### src/rtl/csr_timer_multi.sv
// csr_timer_multi: multi-channel CSR compare timer with shared prescaler and per-channel irq
module csr_timer_multi #(
  parameter logic [11:0] BASE_ADDR = 12'hBC2,
  parameter int          CHANNELS  = 2,
  parameter int          WIDTH     = 32,
  parameter int          PRESCALE  = 1
) (
  input  logic                clk,
  input  logic                rst,
  input  logic                read,
  input  logic [2:0]          modify,
  input  logic [31:0]         wdata,
  input  logic [11:0]         addr,
  output logic [31:0]         rdata,
  output logic                valid,
  output logic [CHANNELS-1:0] irq,
  output logic                irq_any
);
  localparam int PW = PRESCALE > 1 ? $clog2(PRESCALE) : 1;
  logic [PW-1:0] pre_q, pre_d;
  logic          tick, addr_vld_q, mod_ok, unused_read;
  logic [11:0]   addr_q;
  logic [31:0]   rd_c [CHANNELS];
  logic [CHANNELS-1:0] hit;
  function automatic logic [31:0] apply(input logic [2:0] m, input logic [31:0] o, input logic [31:0] w);
    return m == 3'd1 ? w : m == 3'd2 ? o | w : m == 3'd3 ? o & ~w : o;
  endfunction
  assign unused_read = read;
  assign tick        = pre_q == PW'(PRESCALE - 1);
  assign pre_d       = tick ? '0 : pre_q + PW'(1);
  assign mod_ok      = modify != 3'd0 && modify < 3'd4;
  always_ff @(posedge clk) begin
    if (rst) begin
      pre_q      <= '0;
      addr_q     <= '0;
      addr_vld_q <= 1'b0;
    end else begin
      pre_q      <= pre_d;
      addr_q     <= addr;
      addr_vld_q <= 1'b1;
    end
  end
  for (genvar c = 0; c < CHANNELS; c++) begin : g_ch
    localparam logic [11:0] A0 = BASE_ADDR + 12'(3 * c);
    logic [WIDTH-1:0] cnt_q, cnt_d, cmp_q, cmp_d, cnt_hw;
    logic [3:0]       ctl_q, ctl_d, ctl_hw;
    logic             s_cnt, s_cmp, s_ctl, run, match;
    assign s_cnt  = addr_vld_q && addr_q == A0;
    assign s_cmp  = addr_vld_q && addr_q == A0 + 12'd1;
    assign s_ctl  = addr_vld_q && addr_q == A0 + 12'd2;
    assign run    = tick & ctl_q[0];
    assign match  = run && cnt_q == cmp_q;
    assign cnt_hw = !run ? cnt_q : match ? (ctl_q[1] ? '0 : cnt_q) : cnt_q + WIDTH'(1);
    // one-shot match drops EN; PENDING is sticky until software clears it
    assign ctl_hw = {ctl_q[3] | match, ctl_q[2], ctl_q[1], ctl_q[0] & ~(match & ~ctl_q[1])};
    // CTRL set/clear act on the hardware-updated fields so untouched bits keep hw behaviour
    always_comb begin
      cnt_d = s_cnt && mod_ok ? WIDTH'(apply(modify, 32'(cnt_q), wdata)) : cnt_hw;
      cmp_d = s_cmp && mod_ok ? WIDTH'(apply(modify, 32'(cmp_q), wdata)) : cmp_q;
      ctl_d = s_ctl && mod_ok ? 4'(apply(modify, 32'(ctl_hw), wdata)) | {match, 3'b000} : ctl_hw;
    end
    always_ff @(posedge clk) begin
      if (rst) begin
        cnt_q <= '0;
        cmp_q <= '0;
        ctl_q <= '0;
      end else begin
        cnt_q <= cnt_d;
        cmp_q <= cmp_d;
        ctl_q <= ctl_d;
      end
    end
    assign rd_c[c] = s_cnt ? 32'(cnt_q) : s_cmp ? 32'(cmp_q) : s_ctl ? 32'(ctl_q) : 32'd0;
    assign hit[c]  = s_cnt | s_cmp | s_ctl;
    assign irq[c]  = ctl_q[3] & ctl_q[2];
  end
  always_comb begin
    rdata = '0;
    for (int i = 0; i < CHANNELS; i++) rdata = rdata | rd_c[i];
  end
  assign valid   = |hit;
  assign irq_any = |irq;
endmodule
### config.mk
export PLATFORM = sky130hd
export DESIGN_NAME = csr_timer_multi
export DESIGN_NICKNAME = d
export VERILOG_FILES = /design/src/rtl/csr_timer_multi.sv
export SDC_FILE = /design/constraint.sdc
export NUM_CORES = 1
export LEC_CHECK = 0
export BUFFER_PORTS_ARGS = -buffer_cell sky130_fd_sc_hd__buf_2
export CAP_MARGIN = 20
export CORE_MARGIN = 5
export CORE_UTILIZATION = 45
export CTS_BUF_LIST = sky130_fd_sc_hd__clkbuf_4
export DETAILED_ROUTE_END_ITERATION = 12
export GPL_ROUTABILITY_DRIVEN = 1
export HOLD_SLACK_MARGIN = 0.1
export PLACE_DENSITY = 0.71
export SETUP_SLACK_MARGIN = 0.05
export SLEW_MARGIN = 0
export SYNTH_ARGS = -nofsm -noshare
export SYNTH_HDL_FRONTEND = slang
export SYNTH_SLANG_ARGS = --single-unit
### constraint.sdc
create_clock -name clk -period 5.6 [get_ports clk]
set_input_delay 0.28 -clock clk [delete_from_list [all_inputs] [get_ports clk]]
set_output_delay 0.28 -clock clk [all_outputs]
set_load 0.05 [all_outputs]
==> flow_summary.rst <==
.. list-table::
   :header-rows: 1

   * - Metric
     - Value
   * - Status
     - finished, final reports clean
   * - DIE HEIGHT
     - about 160 µm
   * - Remaining Overflow, GRT
     - 0
   * - DRT iter0 DRCs
     - ~1900
   * - Clock Latency Late Sink
     - roughly 0.59 ns
   * - Cell area after synthesis
     - 10080 µm²
   * - First-pass GRT wire length
     - between 60 and 70 mm
   * - Share of the cycle needed by the critical path after routing
     - ~70%
   * - First-pass DRT Iterations
     - 6
   * - Dominant register cell in the synthesized netlist
     - sky130_fd_sc_hd__dfxtp_1
   * - Data arrival time at the worst-slack endpoint
     - about 3.7 ns
   * - Number of buffers inserted by post-CTS setup repair
     - 0
   * - Total wirelength of the detailed-routed design
     - 40.39 mm
   * - Total core area
     - between 20000 and 25000 µm²
   * - Setup TNS
     - 0 ns
   * - Post-Syn Instances
     - 1371
   * - Cell area power density
     - approximately 180 nW/µm²
   * - Number of H-tree levels
     - 4
   * - Sinks on Clock Net
     - 150
   * - Slowest cell on crit path
     - sky130_fd_sc_hd__or4_1
   * - Total leakage power
     - 3.953 nW
   * - Critical path required time
     - about 5.3 ns
   * - Vias per inst
     - ~6.6
   * - Largest area contributor in the netlist
     - sky130_fd_sc_hd__dfxtp_1
   * - Number of hold violations in the final report
     - 0
   * - Synth top area share
     - ~30%
   * - Mean area per synthesized cell
     - about 7.4 µm²
   * - Path type of the worst setup path
     - reg -> out
   * - Wire length per cell
     - approximately 24 µm
   * - Min cycle time layout
     - slightly below 4 ns
   * - Slew margin rel.
     - between 10% and 20%
   * - Die Wd
     - 159.7 µm
   * - Worst voltage drop across the vdd grid
     - 0.1029 mV
   * - Wire length on met1
     - approximately 16 mm
   * - Capturing element type of the critical path
     - output pin
   * - Number of buffers added by the clock tree synthesis step
     - 17
   * - Fin nets
     - 1469
   * - Placement Rows
     - 54
   * - Reported max-cap violation count
     - 0
   * - Half-perimeter wire length after detailed placement
     - roughly 28 mm
   * - Filler Cells Inserted
     - ~2100
   * - Number of global-route vias before repair
     - 10225
   * - Maximum number of pins on one net before global-route repair
     - 83
   * - Sequential cell area fraction in the yosys report
     - 29.78%
   * - Slew Limit Fails
     - 0
   * - Total number of vias
     - ~11000
   * - Final setup fails
     - 0
   * - Top cells by instance count after synthesis
     - 155 x sky130_fd_sc_hd__nor2_1, 153 x sky130_fd_sc_hd__nand2_1, 150 x sky130_fd_sc_hd__dfxtp_1, 146 x sky130_fd_sc_hd__a21oi_1, 93 x sky130_fd_sc_hd__clkbuf_1
   * - Overall routing resource usage
     - between 30 and 40%
   * - Initial core utilization
     - a little under half
   * - Area taken by multi-input logic gates
     - 6500 µm²
   * - Number of buffers inserted by port buffering
     - 84
   * - Number of antenna violations at the first check in global routing
     - 2
   * - I/O pins
     - 86
   * - Critical path peak fanout
     - 17
   * - Total power
     - approximately 0.002 W
   * - Buffer depth of the longest clock path
     - 2
   * - Clock-pin slew on the worst setup and hold paths
     - approximately 0.15 ns
   * - Clock tree from TritonCTS
     - built
   * - Cell-by-cell trace of the critical path
     - nand4bb_1 > or4_1 > nor3_4 > buf_4 > nand2_1 > o211ai_1 > buf_2
   * - Area occupied by registers
     - 3004 µm²
   * - Final weighted congestion of routability-driven global placement
     - between 1 and 1.5
   * - Count leader, synth
     - sky130_fd_sc_hd__nor2_1
   * - Delay of the slowest cell on the worst path
     - 0.83 ns
   * - Area growth from synthesis to layout
     - 11.49%
   * - Full die area
     - 25500 µm²
   * - Remaining DRCs
     - 0
   * - Transition time at the pin with the least slew margin
     - 1.246 ns
   * - Cell at the root of the clock tree
     - sky130_fd_sc_hd__clkbuf_4
   * - Met3 WL post-DR
     - 5.336 mm
   * - Number of warnings printed during yosys synthesis
     - 0
   * - Met2 WL
     - roughly 17 mm
   * - Leading post-synthesis cells by cell area
     - sky130_fd_sc_hd__dfxtp_1 30%, sky130_fd_sc_hd__a21oi_1 7.2%, sky130_fd_sc_hd__nor2_1 5.8%, sky130_fd_sc_hd__nand2_1 5.7%, sky130_fd_sc_hd__xor2_1 4.6%
   * - Yosys reg bits
     - 150
   * - Library cells used by synthesis
     - 74
   * - Setup repair after global routing missed its margin
     - false
   * - Worst setup SP type
     - flop
   * - Worst setup skew after layout
     - a little under 0.02 ns
   * - Final antenna-violating net count
     - 0
   * - Fmax
     - roughly 250 MHz
   * - Worst min-delay path class
     - in -> reg
   * - Post-synth ARST share
     - 0%
   * - Share of cells above drive strength 1
     - between 10% and 20%
   * - Net count after synthesis
     - 1423
   * - Highest metal layer used by the detailed router
     - met5
   * - Post-synth EDFFs
     - 0
## metrics by stage
step,worst slack (ns),std cells,instance area [µm²],util [%],hold WS [ns]
after global routing,1.529,1711,11240,51.20,0.1384
after floorplan,2.618,1371,10080,-,0.4082
after detailed placement,1.993,1633,10510,47.86,0.4900
after global placement,2.050,1633,10510,47.86,0.4799
final,1.654,1711,11240,51.20,0.1357
after CTS,1.725,1709,11240,51.17,0.1162
## repair_timing
item / in CTS / in global routing
gates resized for setup: 0 / 0
endpoints found under the hold margin: 81 / 0
setup endpoints to repair: 0 / 0
hold buffers: 44 / 0
## critical path, delay by kind of cell, from the launching register on
family,cells,cell delay (ns)
and+or+nand+nor,4,1.86
AOI/OAI and AO/OA,1,0.18
DFF,1,0.33
buffers and inverters,2,0.71
## metal layers
layer | vias to the layer above | global-route usage, %
met1 | 5214 | 42.37
met4 | 2 | 12.23
li1 | 5076 | -
met5 | - | 0
met3 | 145 | 7.964
met2 | 842 | 45.41
## logic make-up after synthesis
group / share of synthesized area (%)
adder cells (fa/ha/maj): 0.2481
AND/OR/NAND/NOR: 25.40
flip-flops: 29.78
AO/OA/AOI/OAI: 26.74
multiplexers: 3.226
XOR/XNOR: 8.424
other: 0.03719
buffers and inverters: 6.154
## cells in the final DEF, fill, tap and decap left out, types with 5 or more instances in the layout
| master | count |
|---|---|
| sky130_fd_sc_hd__nor4_1 | 14 |
| sky130_fd_sc_hd__nand3_1 | 28 |
| sky130_fd_sc_hd__a211oi_1 | 9 |
| sky130_fd_sc_hd__or3_1 | 16 |
| sky130_fd_sc_hd__a311oi_1 | 13 |
| sky130_fd_sc_hd__inv_1 | 18 |
| sky130_fd_sc_hd__a31oi_1 | 18 |
| sky130_fd_sc_hd__inv_6 | 5 |
| sky130_fd_sc_hd__and4_1 | 6 |
| sky130_fd_sc_hd__a221o_1 | 16 |
| sky130_fd_sc_hd__a22oi_1 | 13 |
| sky130_fd_sc_hd__or4_1 | 7 |
| sky130_fd_sc_hd__nor3_1 | 40 |
| sky130_fd_sc_hd__nor2_1 | 154 |
| sky130_fd_sc_hd__o311ai_0 | 5 |
| sky130_fd_sc_hd__clkbuf_4 | 17 |
| sky130_fd_sc_hd__and2_1 | 7 |
| sky130_fd_sc_hd__a21oi_1 | 145 |
| sky130_fd_sc_hd__o22a_1 | 7 |
| sky130_fd_sc_hd__a221oi_1 | 23 |
| sky130_fd_sc_hd__nand4_1 | 41 |
| sky130_fd_sc_hd__xor2_1 | 53 |
| sky130_fd_sc_hd__and3_1 | 5 |
| sky130_fd_sc_hd__o21ai_0 | 87 |
| sky130_fd_sc_hd__xnor2_1 | 44 |
| sky130_fd_sc_hd__buf_2 | 84 |
| sky130_fd_sc_hd__mux2i_1 | 28 |
| sky130_fd_sc_hd__buf_4 | 23 |
| sky130_fd_sc_hd__o21ai_1 | 5 |
| sky130_fd_sc_hd__o32ai_1 | 5 |
| sky130_fd_sc_hd__dlygate4sd3_1 | 44 |
| sky130_fd_sc_hd__nand2b_1 | 19 |
| sky130_fd_sc_hd__nand2_1 | 153 |
| sky130_fd_sc_hd__nor2b_1 | 16 |
| sky130_fd_sc_hd__o211ai_1 | 21 |
| sky130_fd_sc_hd__a21o_1 | 7 |
| sky130_fd_sc_hd__dfxtp_1 | 149 |
## path summary, 6_finish.rpt
check,to,cells past startpoint,slack (ns),startpoint
setup / recovery,rdata[4],7,1.65,addr_q[10]
hold / removal,flop,3,0.14,modify[2]
setup reg to reg,flop,7,1.85,addr_q[10]
hold reg to reg,flop,2,0.51,flop
## report_power, final
part	total, W	leakage, nW	internal [W]	switching (W)
Combinational	0.000208	2.59	0.0000650	0.000143
Clock	0.000718	0.150	0.000239	0.000480
Sequential	0.00108	1.21	0.00107	0.00000483
## final cells by class
class	count	share of cell area (%)
timing repair buffer	151	9.192
clock inverter	15	1.402
sequential	150	26.72
inverter	18	0.6009
antenna	1	0.02226
clock buffer	17	1.135
multi-input combinational	1079	57.81
tap	280	3.116
Note: power is estimated with default switching activity, not from simulation.
